==> config.mk <==
export PLATFORM = sky130hd
export DESIGN_NAME = collatz_engine
export DESIGN_NICKNAME = d
export VERILOG_FILES = /design/src/rtl/collatz_pkg.sv /design/src/rtl/collatz_sync_edge.sv /design/src/rtl/collatz_engine.sv
export SDC_FILE = /design/constraint.sdc
export NUM_CORES = 1
export LEC_CHECK = 0
export ABC_AREA = 1
export CAP_MARGIN = 40
export CORE_MARGIN = 2
export CORE_UTILIZATION = 60
export DETAILED_ROUTE_END_ITERATION = 16
export PLACE_DENSITY = 0.8
export REMOVE_ABC_BUFFERS = 1
export SKIP_CTS_REPAIR_TIMING = 1
export SLEW_MARGIN = 30
export SYNTH_ARGS = -nofsm -noshare
export SYNTH_HDL_FRONTEND = slang
export SYNTH_HIERARCHICAL = 1
export SYNTH_SLANG_ARGS = --single-unit
==> constraint.sdc <==
create_clock -name clk -period 4.95 [get_ports clk]
set_clock_uncertainty 0.15 [all_clocks]
set_input_delay 0.99 -clock clk [delete_from_list [all_inputs] [get_ports clk]]
set_output_delay 0.99 -clock clk [all_outputs]
set_load 0.02 [all_outputs]
==> src/rtl/collatz_pkg.sv <==
// Shared types for the Collatz engine: FSM states and error codes.
package collatz_pkg;

    typedef enum logic [1:0] {
        IDLE = 2'd0,
        RUN  = 2'd1,
        DONE = 2'd2
    } state_e;

    localparam logic [1:0] ERR_NONE = 2'b00;
    localparam logic [1:0] ERR_ZERO = 2'b01;
    localparam logic [1:0] ERR_VOVF = 2'b10;
    localparam logic [1:0] ERR_SOVF = 2'b11;

endpackage

==> src/rtl/collatz_sync_edge.sv <==
// Two-flop synchroniser plus rising-edge detector; one pulse per edge,
// asserted during the cycle after the synchronised level first rises.
module collatz_sync_edge (
    input  logic clk,
    input  logic reset,
    input  logic async_i,
    output logic pulse_o
);

    logic [1:0] sync_q;
    logic       prev_q;

    always_ff @(posedge clk or posedge reset) begin
        if (reset) begin
            sync_q <= 2'b00;
            prev_q <= 1'b0;
        end else begin
            sync_q <= {sync_q[0], async_i};
            prev_q <= sync_q[1];
        end
    end

    assign pulse_o = sync_q[1] & ~prev_q;

endmodule

==> src/rtl/collatz_engine.sv <==
// Collatz iterator: byte-serial load, one 3n+1 or n/2 step per clock.
// Strobes are edge-triggered pins (sync + edge detect); there is no backpressure.
module collatz_engine
    import collatz_pkg::*;
#(
    parameter int WIDTH = 16,
    parameter int STEPW = 10
) (
    input  logic               clk,
    input  logic               reset,
    input  logic [7:0]         data_in,
    input  logic               load_in,
    input  logic               start_in,
    output logic               busy,
    output logic               done,
    output logic [1:0]         err,
    output logic [STEPW-1:0]   steps,
    output logic [WIDTH+1:0]   peak
);

    logic ld_p, st_p;

    collatz_sync_edge u_ld_sync (.clk(clk), .reset(reset), .async_i(load_in),  .pulse_o(ld_p));
    collatz_sync_edge u_st_sync (.clk(clk), .reset(reset), .async_i(start_in), .pulse_o(st_p));

    state_e             state_q, state_d;
    logic [WIDTH-1:0]   value_q, value_d;
    logic [WIDTH+1:0]   n_q, n_d;
    logic [STEPW-1:0]   steps_q, steps_d;
    logic [WIDTH+1:0]   peak_q, peak_d;
    logic [1:0]         err_q, err_d;

    logic [WIDTH-1:0]   shifted;
    logic [WIDTH+2:0]   t;

    generate
        if (WIDTH == 8) begin : g_w8
            assign shifted = data_in;
        end else begin : g_wn
            assign shifted = {value_q[WIDTH-9:0], data_in};
        end
    endgenerate

    // One extra bit beyond n so the overflow of 3n+1 is visible in t's MSB.
    assign t = {n_q, 1'b0} + {1'b0, n_q} + {{(WIDTH+2){1'b0}}, 1'b1};

    always_comb begin
        state_d = state_q;
        value_d = value_q;
        n_d     = n_q;
        steps_d = steps_q;
        peak_d  = peak_q;
        err_d   = err_q;
        unique case (state_q)
            IDLE, DONE: begin
                // Start has priority; a coincident load byte is dropped.
                if (st_p) begin
                    steps_d = '0;
                    if (value_q == '0) begin
                        state_d = DONE;
                        err_d   = ERR_ZERO;
                        peak_d  = '0;
                    end else begin
                        state_d = RUN;
                        err_d   = ERR_NONE;
                        n_d     = {2'b00, value_q};
                        peak_d  = {2'b00, value_q};
                    end
                end else if (ld_p) begin
                    value_d = shifted;
                    if (state_q == DONE) begin
                        state_d = IDLE;
                        err_d   = ERR_NONE;
                        steps_d = '0;
                        peak_d  = '0;
                    end
                end
            end
            RUN: begin
                if (n_q == {{(WIDTH+1){1'b0}}, 1'b1}) begin
                    state_d = DONE;
                end else if (steps_q == '1) begin
                    state_d = DONE;
                    err_d   = ERR_SOVF;
                end else if (!n_q[0]) begin
                    n_d     = n_q >> 1;
                    steps_d = steps_q + {{(STEPW-1){1'b0}}, 1'b1};
                end else if (t[WIDTH+2]) begin
                    state_d = DONE;
                    err_d   = ERR_VOVF;
                end else begin
                    n_d     = t[WIDTH+1:0];
                    steps_d = steps_q + {{(STEPW-1){1'b0}}, 1'b1};
                    if (t[WIDTH+1:0] > peak_q) begin
                        peak_d = t[WIDTH+1:0];
                    end
                end
            end
            default: state_d = IDLE;
        endcase
    end

    always_ff @(posedge clk or posedge reset) begin
        if (reset) begin
            state_q <= IDLE;
            value_q <= '0;
            n_q     <= '0;
            steps_q <= '0;
            peak_q  <= '0;
            err_q   <= ERR_NONE;
        end else begin
            state_q <= state_d;
            value_q <= value_d;
            n_q     <= n_d;
            steps_q <= steps_d;
            peak_q  <= peak_d;
            err_q   <= err_d;
        end
    end

    assign busy  = (state_q == RUN);
    assign done  = (state_q == DONE);
    assign err   = err_q;
    assign steps = steps_q;
    assign peak  = peak_q;

endmodule
==> impl_metrics.env, run 1 <==
export IMPL_crit_path_start_kind="flip-flop"
export IMPL_final_common_cell="nand2_1"
export IMPL_hold_viol=0
export IMPL_layout_drive_gt1_share_pct=7.42
export IMPL_worst_pin_slew_ns=0.905
export IMPL_cp_required_ns=5.10
export IMPL_grt_ovfl_total=0
export IMPL_initial_core_util_pct=61.2
export IMPL_rows=35
export IMPL_fin_crit_ns=3.89
export IMPL_hpwl_um=11500
export IMPL_die_h_um=101
export IMPL_gp_congestion=1.01
export IMPL_synth_top_area_share_pct=32.2
export IMPL_cp_common_cell="nand2_1"
export IMPL_setup_viol=0
export IMPL_slew_headroom_pct=39.5
export IMPL_status="completed"
export IMPL_htreeDepth=3
export IMPL_drv_cap=0
export IMPL_synth_ff_type="dfrtp_1"
export IMPL_grt_total_usage_pct=31.8
export IMPL_synth_seq_area_share_pct=32.2
export IMPL_grt_pass1_wl_um=25100
export IMPL_yosysWarnings=6
export IMPL_die_w_um=101
export IMPL_root_buffer="clkbuf_8"
export IMPL_cpMaxStageDelayCell="dfrtp_1"
export IMPL_core_um2=9150
export IMPL_synthArstFlopShare_pct=100
export IMPL_cts_tree="done"
export IMPL_crit_chain="inv_1 > ha_1 > inv_1 > nand2_1 > nor2_1 > nand2_1 > nand3_1 > nand2_1 > nand2_1 > nand2_1 > nand2_1 > inv_1 > ha_1 > nand2_1 > nor3_1 > nand3_1 > nand3_1 > nand2_1 > o21ai_4 > nand3_1 > nand2_1"
export IMPL_synth_seq_cells=72
export IMPL_via_count=5524
export IMPL_setup_tns_final_ns=0
export IMPL_syn_inst=808
export IMPL_clk_latency_ns=0.38
export IMPL_avgSynthCellArea_um2=6.93
export IMPL_final_cell_mix="nand2_1, inv_1, dfrtp_1, nand3_1, nor2_1"
export IMPL_via_per_inst=5.75
export IMPL_max_freq_mhz=257
export IMPL_netlist_top_cells_area="dfrtp_1, nand2_1, ha_1"
export IMPL_cp_end_kind="flip-flop"
export IMPL_antenna_found_initial=0
export IMPL_path_buf_inv=3
export IMPL_synthDistinctLibCells=42
export IMPL_cts_made_buffers=9
export IMPL_cts_sinks=72
export IMPL_slowest_delay_ns=0.46
export IMPL_die_area_um2=10100
export IMPL_drtPass1Iterations=9
export IMPL_io_buffers=43
export IMPL_fin_crit_sh_pct=78.6
export IMPL_hold_class="flip-flop to flip-flop"
export IMPL_drc_errors=0
export IMPL_grt_pass1_vias=5230
export IMPL_ant_nets=0
export IMPL_nets=903
export IMPL_syn_area_um2=5600
export IMPL_cp_arrival_ns=4.04
export IMPL_drt_total_wl_um=15300
export IMPL_cts_buffer_depth=2
export IMPL_maxSlewViolCount=0
export IMPL_critPathKind="flip-flop to flip-flop"
export IMPL_drtIter0Drc=413
export IMPL_path_max_fanout=18
export IMPL_rsz0062_at_grt="false"
export IMPL_wire_per_inst_um=15.9
export IMPL_syn_to_final_growth_pct=11.9
export IMPL_antenna_cells=0
export IMPL_synth_top_area_cell="dfrtp_1"
export IMPL_clkTransAtPathRegs_ns=0.10
export IMPL_synth_edf_count=0
export IMPL_critPathTopFamily="simple AND/OR/NAND/NOR gates"
export IMPL_io_pins=44
export IMPL_grt_max_degree=52
[final timing paths]
| kind | startpoint | endpoint | slack, ns | cells after the start |
|---|---|---|---|---|
| min | u_ld_sync/sync_q[0] | u_ld_sync/sync_q[1] | 0.20 | 0 |
| max in group asynchronous | reset | n_q[17] | 2.95 | 3 |
| max reg2reg | n_q[1] | peak[2] | 1.06 | 21 |
| max | n_q[1] | peak[2] | 1.06 | 21 |
| min reg2reg | u_ld_sync/sync_q[0] | u_ld_sync/sync_q[1] | 0.20 | 0 |
| min in group asynchronous | reset | u_st_sync/sync_q[0] | 0.75 | 2 |
[state kept, by name, summed over array words and instances (netlist names)]
| register | count |
|---|---|
| value_q | 16 |
| n_q | 18 |
| state_q | 2 |
| u_ld_sync/sync_q | 2 |
| peak | 18 |
| u_st_sync/sync_q | 2 |
| u_ld_sync/prev_q | 1 |
| u_st_sync/prev_q | 1 |
| err | 2 |
| steps | 10 |
[synthesized netlist by cell type (4+ instances only)]
master      n
a21oi_1    34
a22oi_1    15
and2_1      4
buf_2       4
clkbuf_1    9
dfrtp_1    72
ha_1       45
inv_1     110
inv_2      10
nand2_1   248
nand2_2     5
nand2_4     4
nand3_1    70
nand3b_1   11
nand4_1    12
nor2_1     66
nor3_1      5
o21ai_0    27
o21ai_2     7
o31ai_1     7
[cells by family (layout without fill, tap and decap cells)]
logic type	Yosys count	in the layout	share of synthesized area (%)
xor+xnor	6	6	0.938
buf+inv	141	182	10.1
fa+ha+maj	46	46	10.4
flops	72	72	32.2
compound gates	101	101	11.1
simple gates	442	442	35.3
[per-stage QoR]
stage          hold slack [ns]  cell area, um2  cells  setup slack (ns)  util (%)
2_1_floorplan            0.181            5490    787              1.56         -
3_3_place_gp             0.187            6080    944              1.30      66.4
3_5_place_dp             0.189            6080    944              1.17      66.5
4_1_cts                  0.197            6260    959              1.12      68.4
5_1_grt                  0.196            6270    960             0.687      68.5
6_report                 0.198            6270    960              1.06      68.5
[layout make-up]
type / count / area [um2]
well taps: 111 / 139
clock buffers: 10 / 138
flip-flops and latches: 72 / 1800
fillers: 826 / 2880
clock inverters: 5 / 40.0
inverters: 120 / 453
multi-input cells: 595 / 3240
repair buffers: 47 / 464
[layer usage]
| layer | GRT usage [%] | up-vias | part of all wire, % |
|---|---|---|---|
| li1 | - | 2674 | - |
| met1 | 42.4 | 2559 | 43 |
| met2 | 49.5 | 245 | 45 |
| met3 | 6.03 | 46 | 8.4 |
| met4 | 15.9 | 0 | 3.7 |
| met5 | 0 | - | 0 |
Power of run 1 is not shown: default switching activity piles up to over one toggle a cycle in this logic, so the estimate is an artifact.
==> inputs of run 2 (changes only) <==
- clock period: 4.95 -> 4 ns (I/O delays scaled with it)
==> impl_metrics.env, run 2 (synthesis gave the netlist of run 1 again) <==
export IMPL_status="completed"
export IMPL_fin_crit_sh_pct=95.0
export IMPL_nFillCells=817
export IMPL_io_pins=44
export IMPL_syn_to_final_growth_pct=14.1
export IMPL_grt_pass1_wl_um=25600
export IMPL_drtIter0Drc=390
export IMPL_clk_latency_ns=0.36
export IMPL_max_freq_mhz=263
export IMPL_cts_made_buffers=9
export IMPL_final_common_cell="nand2_1"
export IMPL_initial_core_util_pct=61.2
export IMPL_grt_pass1_vias=5245
export IMPL_setup_viol=0
export IMPL_grt_ovfl_total=0
export IMPL_drc_errors=0
export IMPL_fin_crit_ns=3.80
export IMPL_grt_total_usage_pct=32.1
export IMPL_cts_sinks=72
export IMPL_crit_path_start_kind="flip-flop"
export IMPL_ant_nets=0
export IMPL_stdcell_area_um2=6390
export IMPL_die_w_um=101
export IMPL_nets=910
export IMPL_path_max_fanout=9
export IMPL_io_buffers=43
export IMPL_core_um2=9150
export IMPL_hpwl_um=11700
export IMPL_place_area_um2=6120
export IMPL_die_area_um2=10100
export IMPL_grt_max_degree=39
export IMPL_maxSlewViolCount=0
export IMPL_cts_buffer_depth=2
export IMPL_slew_headroom_pct=55.4
export IMPL_via_per_inst=5.63
export IMPL_via_count=5445
export IMPL_cp_required_ns=4.10
export IMPL_rows=35
export IMPL_cp_end_kind="flip-flop"
export IMPL_hold_viol=0
export IMPL_cp_arrival_ns=3.90
export IMPL_final_cell_mix="nand2_1, inv_1, dfrtp_1, nand3_1, nor2_1"
export IMPL_antenna_found_initial=0
export IMPL_critPathKind="flip-flop to flip-flop"
export IMPL_cts_tree="done"
export IMPL_hold_class="flip-flop to flip-flop"
export IMPL_drtPass1Iterations=6
export IMPL_layout_drive_gt1_share_pct=8.63
export IMPL_antenna_cells=0
export IMPL_drt_total_wl_um=15400
export IMPL_clkTransAtPathRegs_ns=0.09
export IMPL_drv_cap=0
export IMPL_htreeDepth=3
export IMPL_die_h_um=101
export IMPL_root_buffer="clkbuf_8"
export IMPL_wire_per_inst_um=15.9
export IMPL_worst_pin_slew_ns=0.668
export IMPL_gp_congestion=0.967
[run 2: changes by cell type in the layout (fill, tap and decap cells not counted), sizes merged]
cell | previous run | this run
inv | 122 | 123
clkinv | 3 | 2
bufinv | 0 | 1
clkinvlp | 0 | 1
nand3 | 74 | 75
clkbuf | 10 | 9
buf | 4 | 10
[run 2: cell type report]
class	instances	area, um2	area share, %
Clock inverter	7	77.6	1.21
Tap cell	111	139	2.17
Multi-Input combinational cell	596	3260	51.0
Clock buffer	9	124	1.94
Inverter	120	450	7.05
Timing Repair Buffer	53	542	8.47
Sequential cell	72	1800	28.2
[run 2: worst paths after layout]
| check | to | slack, ns | startpoint | cells after the start |
|---|---|---|---|---|
| max | peak[16] | 0.20 | n_q[8] | 21 |
| min | u_ld_sync/sync_q[1] | 0.21 | u_ld_sync/sync_q[0] | 0 |
| max reg2reg | peak[16] | 0.20 | n_q[8] | 21 |
| min reg2reg | u_ld_sync/sync_q[1] | 0.21 | u_ld_sync/sync_q[0] | 0 |
| max in group asynchronous | peak[11] | 2.29 | reset | 3 |
| min in group asynchronous | u_st_sync/sync_q[0] | 0.53 | reset | 2 |
[run 2: through the flow]
step	hold WS, ns	utilization (%)	cells	setup WS (ns)	TNS [ns]
floorplan	0.181	-	787	0.607	0
global placement	0.185	66.9	948	0.191	0
detailed placement	0.186	66.9	948	0.126	0
CTS	0.209	69.1	964	0.0807	0
global route	0.212	69.9	968	-0.0531	-0.583
finish	0.207	69.9	968	0.198	0
[run 2: metal layers]
layer,part of all wire [%],vias to the layer above,global-route usage [%]
met5,0,-,0
met3,5.5,20,5.41
met1,46,2541,45.6
li1,-,2685,-
met2,47,199,51.7
met4,1.5,0,6.85
[run 2: critical path: stages (launching register included)]
cell	delay (ns)
dfrtp_1	0.45
inv_1	0.07
ha_1	0.39
nand2_1	0.11
nor2_1	0.20
nor2b_2	0.20
nand4_1	0.16
nand3_1	0.14
nand2_1	0.05
nand2_1	0.11
inv_1	0.06
ha_1	0.29
nand2_1	0.08
nor2_2	0.17
nor2b_1	0.22
nand3_1	0.10
nand3_1	0.10
nand2_1	0.11
nand2_1	0.19
nand3_4	0.18
nand2_1	0.10
nand2_1	0.05
Power of run 2 is left out for the same reason.
==> RTL edit 1, RTL diff (settings of run 2) <==
Reset style: synchronous (`reset`), changed in 2 clocked blocks.
--- a/src/rtl/collatz_sync_edge.sv
+++ b/src/rtl/collatz_sync_edge.sv
@@ -11,5 +11,5 @@
     logic       prev_q;
 
-    always_ff @(posedge clk or posedge reset) begin
+    always_ff @(posedge clk) begin
         if (reset) begin
             sync_q <= 2'b00;
--- a/src/rtl/collatz_engine.sv
+++ b/src/rtl/collatz_engine.sv
@@ -101,5 +101,5 @@
     end
 
-    always_ff @(posedge clk or posedge reset) begin
+    always_ff @(posedge clk) begin
         if (reset) begin
             state_q <= IDLE;
Behaviour: differs if reset is asserted again (counterexample within 4 cycles, from zero or initial values and one cycle with reset high); with reset held inactive, the same outputs for 4 cycles.
==> RTL edit 1 against run 2 <==
Count of clock-buffer cells in the layout is the same; via count grew 4.1%; final area shrank 4.7%; largest cell class unchanged; highest routed layer unchanged; final cell count grew 2.9%; area after synthesis shrank 4.8%; sequential cell count is the same; wire length grew 1.9%; sequential share of layout area shrank 4.5 points; setup slack gained 130 ps.
==> RTL edit 1: results <==
metrics = {
    "status": {
        "status": "complete, no violations",
    },
    "cells_and_area": {
        "nets": 941,
        "antennaDiodeCount": 0,
        "drive_above_1_share_pct": 7.21,
        "fill_cells": 774,
        "fin_cells": 996,
    },
    "critical_path": {
        "crit_end": "peak[8]",
        "arrival_ps": 3810,
        "path_max_fanout": 18,
        "worstRegToRegCells": 25,
        "cp-start-kind": "flip-flop",
        "r2r-start": "n_q[2]",
        "rrSetupSlack_ps": 320,
    },
    "timing": {
        "max_slew_margin_pct": 58.2,
        "tns_ps": 0,
    },
    "synth": {
        "synth_top_cell_by_area": "dfxtp_1",
        "yosys-top-cells-area": "dfxtp_1 27%, nand2_1 14%, ha_1 11%",
        "yosys_warnings": 6,
        "synth-seq-area-share_pct": 27.0,
        "synth_compound_area_share_pct": 14.8,
        "synth-xor-area-share_pct": 0.986,
        "yosys.area_share.adder_pct": 10.9,
        "synthTopCellsByCount": "198 x nand2_1, 129 x inv_1, 117 x nor2_1",
        "synth_cells": 843,
        "synth_edf_count": 0,
        "ys_async_sr_fraction_pct": 0,
        "synth_cell_type_count": 42,
    },
    "cts": {
        "cts-root-buf": "clkbuf_8",
        "clock_path_buffers": 2,
        "htreeDepth": 3,
        "clkTransAtPathRegs_ps": 90,
        "clkLatencyLatePin_ps": 350,
    },
    "routing": {
        "wire_per_inst_um": 15.7,
        "ant_nets": 0,
        "drt_iter0_drc": 543,
        "firstDrtPassIters": 6,
        "via_per_inst": 5.69,
    },
    "placement": {
        "routabilityCongestion": 0.987,
        "place_hpwl_mm": 11.3,
        "io_buffers": 43,
        "dp_cells": 976,
    },
    "grt": {
        "grt_pass1_vias": 5134,
        "grt_pass1_wl_mm": 24.6,
        "grt_max_degree": 41,
        "grt_usage_pct": 31.5,
    },
    "power_and_ir_drop": {
        "switchingPower_mw": 0.927,
        "p_leak_nw": 2.91,
    },
    "min_path": {
        "worstHoldPathCells": 2,
    },
}
==> RTL edit 1: layer usage <==
metal	vias up	part of all wire, %	global-route usage, %
met4	0	3.4	11.2
met3	44	9.0	7.87
met5	-	0	0
li1	2802	-	-
met2	263	44	50.1
met1	2559	43	41.9
==> RTL edit 1: worst max-delay path: stages (launching register included) <==
cell and delay (ps):
dfxtp_1 440, inv_1 100, ha_1 370, nand2_1 80, nand2_1 90, inv_1 40
o21ai_1 170, nand3_1 180, nand3_1 120, nand2_1 50, nand2_1 150, inv_1 80
ha_1 280, nand2_1 40, inv_1 60, nand3_1 80, nor3_1 210, nand3_1 100
nand3_1 90, nand2_1 60, nand2_2 150, nand3_4 90, buf_12 180, nand2_1 60
nand2_1 40, nor2_1 100
==> RTL edit 1: worst min-delay path by stage <==
stage	startpoint	endpoint	slack [ps]
after global routing	u_st_sync/sync_q[0]	u_st_sync/sync_q[1]	290
after global placement	u_st_sync/sync_q[0]	u_st_sync/sync_q[1]	250
after detailed placement	u_st_sync/sync_q[0]	u_st_sync/sync_q[1]	250
after CTS	u_ld_sync/sync_q[0]	u_ld_sync/sync_q[1]	270
after floorplan	u_ld_sync/sync_q[0]	u_ld_sync/sync_q[1]	240
final	u_st_sync/sync_q[0]	u_st_sync/sync_q[1]	270
==> RTL edit 1: cells by family after synthesis <==
| group | after synthesis |
|---|---|
| flip-flops | 72 |
| AO/OA/AOI/OAI | 139 |
| buffers and inverters | 163 |
| XOR/XNOR | 6 |
| AND/OR/NAND/NOR | 417 |
| adder cells (fa/ha/maj) | 46 |
==> RTL edit 1: power groups by stage <==
stage / Combinational [mW] / Sequential [mW] / Clock, mW
final: 0.878 / 0.850 / 0.614
after global routing: 0.966 / 0.860 / 0.648
after CTS: 0.835 / 0.849 / 0.619
after floorplan: 0.495 / 0.914 / 0
after global placement: 0.816 / 0.861 / 0
after detailed placement: 0.828 / 0.864 / 0
==> RTL edit 1: final cells by class <==
class / instances / area share [%]
Inverter: 137 / 8.52
Clock buffer: 9 / 2.03
Sequential cell: 72 / 23.7
Multi-Input combinational cell: 610 / 53.7
Timing Repair Buffer: 53 / 8.56
Tap cell: 108 / 2.22
Clock inverter: 7 / 1.27
==> RTL edit 1: metrics by stage <==
step | area [um^2] | setup WS [ps] | total power [mW]
after floorplan | 5190 | 10.2 | 1.41
after global placement | 5820 | 324 | 1.68
after detailed placement | 5820 | 265 | 1.69
after CTS | 6020 | 216 | 2.30
after global routing | 6090 | 35.4 | 2.47
final | 6090 | 323 | 2.34
==> RTL edit 2, RTL diff (settings of run 2) <==
Made on the original files. Change the parameter `WIDTH` from 16 to 18.
--- a/src/rtl/collatz_engine.sv
+++ b/src/rtl/collatz_engine.sv
@@ -4,5 +4,5 @@
     import collatz_pkg::*;
 #(
-    parameter int WIDTH = 16,
+    parameter int WIDTH = 18,
     parameter int STEPW = 10
 ) (
Interface: changed (resized peak); port bits go from 44 to 46. No check against the original RTL was run, so the function may have changed too.
==> RTL edit 2 against run 2 <==
Wire length grew 14%; sequential cell count grew 6; maximum frequency grew 2.6%; final area grew 12%; area after synthesis grew 12%; highest routed layer unchanged; count of clock-buffer cells in the layout is the same; critical path depth grew 2; setup slack gained 97 ps; synthesized cell count grew 16%; critical endpoint is now peak[0]; largest cell class unchanged; final cell count grew 16%.
Power is left out: the tool's default activity adds up to more than one toggle a clock period on the data nets, which glitch-free logic cannot reach.
==> RTL edit 2: results <==
metrics = {
    "status": {
        "status": "complete, no violations",
    },
    "synth": {
        "yosys-top-cells-area": "dfrtp_1 31%, nand2_1 20%, ha_1 10%",
        "yosys.area_share.adder_pct": 10.3,
        "synth_cell_type_count": 40,
        "synth-xor-area-share_pct": 1.40,
        "synth_compound_area_share_pct": 8.56,
        "synthTopCellsByCount": "327 x nand2_1, 147 x inv_1, 78 x dfrtp_1",
        "ys_async_sr_fraction_pct": 100,
        "postSynthAreaPerCell_um2": 6.66,
    },
    "routing": {
        "via_per_inst": 5.54,
        "drt_iter0_drc": 447,
        "totalWireLength_mm": 17.5,
    },
    "placement": {
        "routabilityCongestion": 0.964,
        "place_ws_ps": 151,
        "placed_area_um2": 6820,
        "place_hpwl_mm": 12.6,
    },
    "grt": {
        "grt_pass1_vias": 5579,
        "grt_usage_pct": 30.7,
        "grt_max_degree": 53,
        "grt_pass1_wl_mm": 27.3,
    },
    "critical_path": {
        "arrival_ps": 3820,
        "cp-startpoint": "n_q[6]",
        "slowest_stage": "dfrtp_2",
        "path_max_fanout": 6,
    },
    "cells_and_area": {
        "nets": 1048,
        "fill_cells": 912,
        "fin_cells": 1126,
        "fin_util_pct": 69.7,
    },
    "cts": {
        "clock_path_buffers": 2,
        "clkTransAtPathRegs_ps": 100,
        "clkLatencyLatePin_ps": 370,
    },
    "min_path": {
        "min_from": "u_st_sync/sync_q[0]",
    },
    "timing": {
        "max_slew.worst_pin.slew_ps": 638,
    },
}
==> RTL edit 2: final cells by class <==
cell class,count,share of cell area [%]
Multi-Input combinational cell,689,51.6
Sequential cell,78,27.5
Inverter,152,8.00
Timing Repair Buffer,55,7.95
Tap cell,136,2.39
Clock buffer,9,1.74
Clock inverter,7,0.895
==> RTL edit 2: routing by layer <==
layer / global-route usage (%) / wire length (um) / up-vias
li1: - / - / 3066
met1: 43.4 / 7470 / 2813
met2: 48.1 / 7940 / 314
met3: 4.97 / 1500 / 48
met4: 10.3 / 564 / 0
met5: 0 / 0 / -
==> RTL edit 2: worst paths after layout <==
path                       depth (start not counted)             endpoint  slack [ps]
hold reg to reg                                    0  u_st_sync/sync_q[1]         210
setup reg to reg                                  23              peak[0]         300
setup / recovery                                  23              peak[0]         300
hold / removal                                     0  u_st_sync/sync_q[1]         210
min in group asynchronous                          2  u_st_sync/sync_q[0]         510
max in group asynchronous                          3              n_q[10]        2590
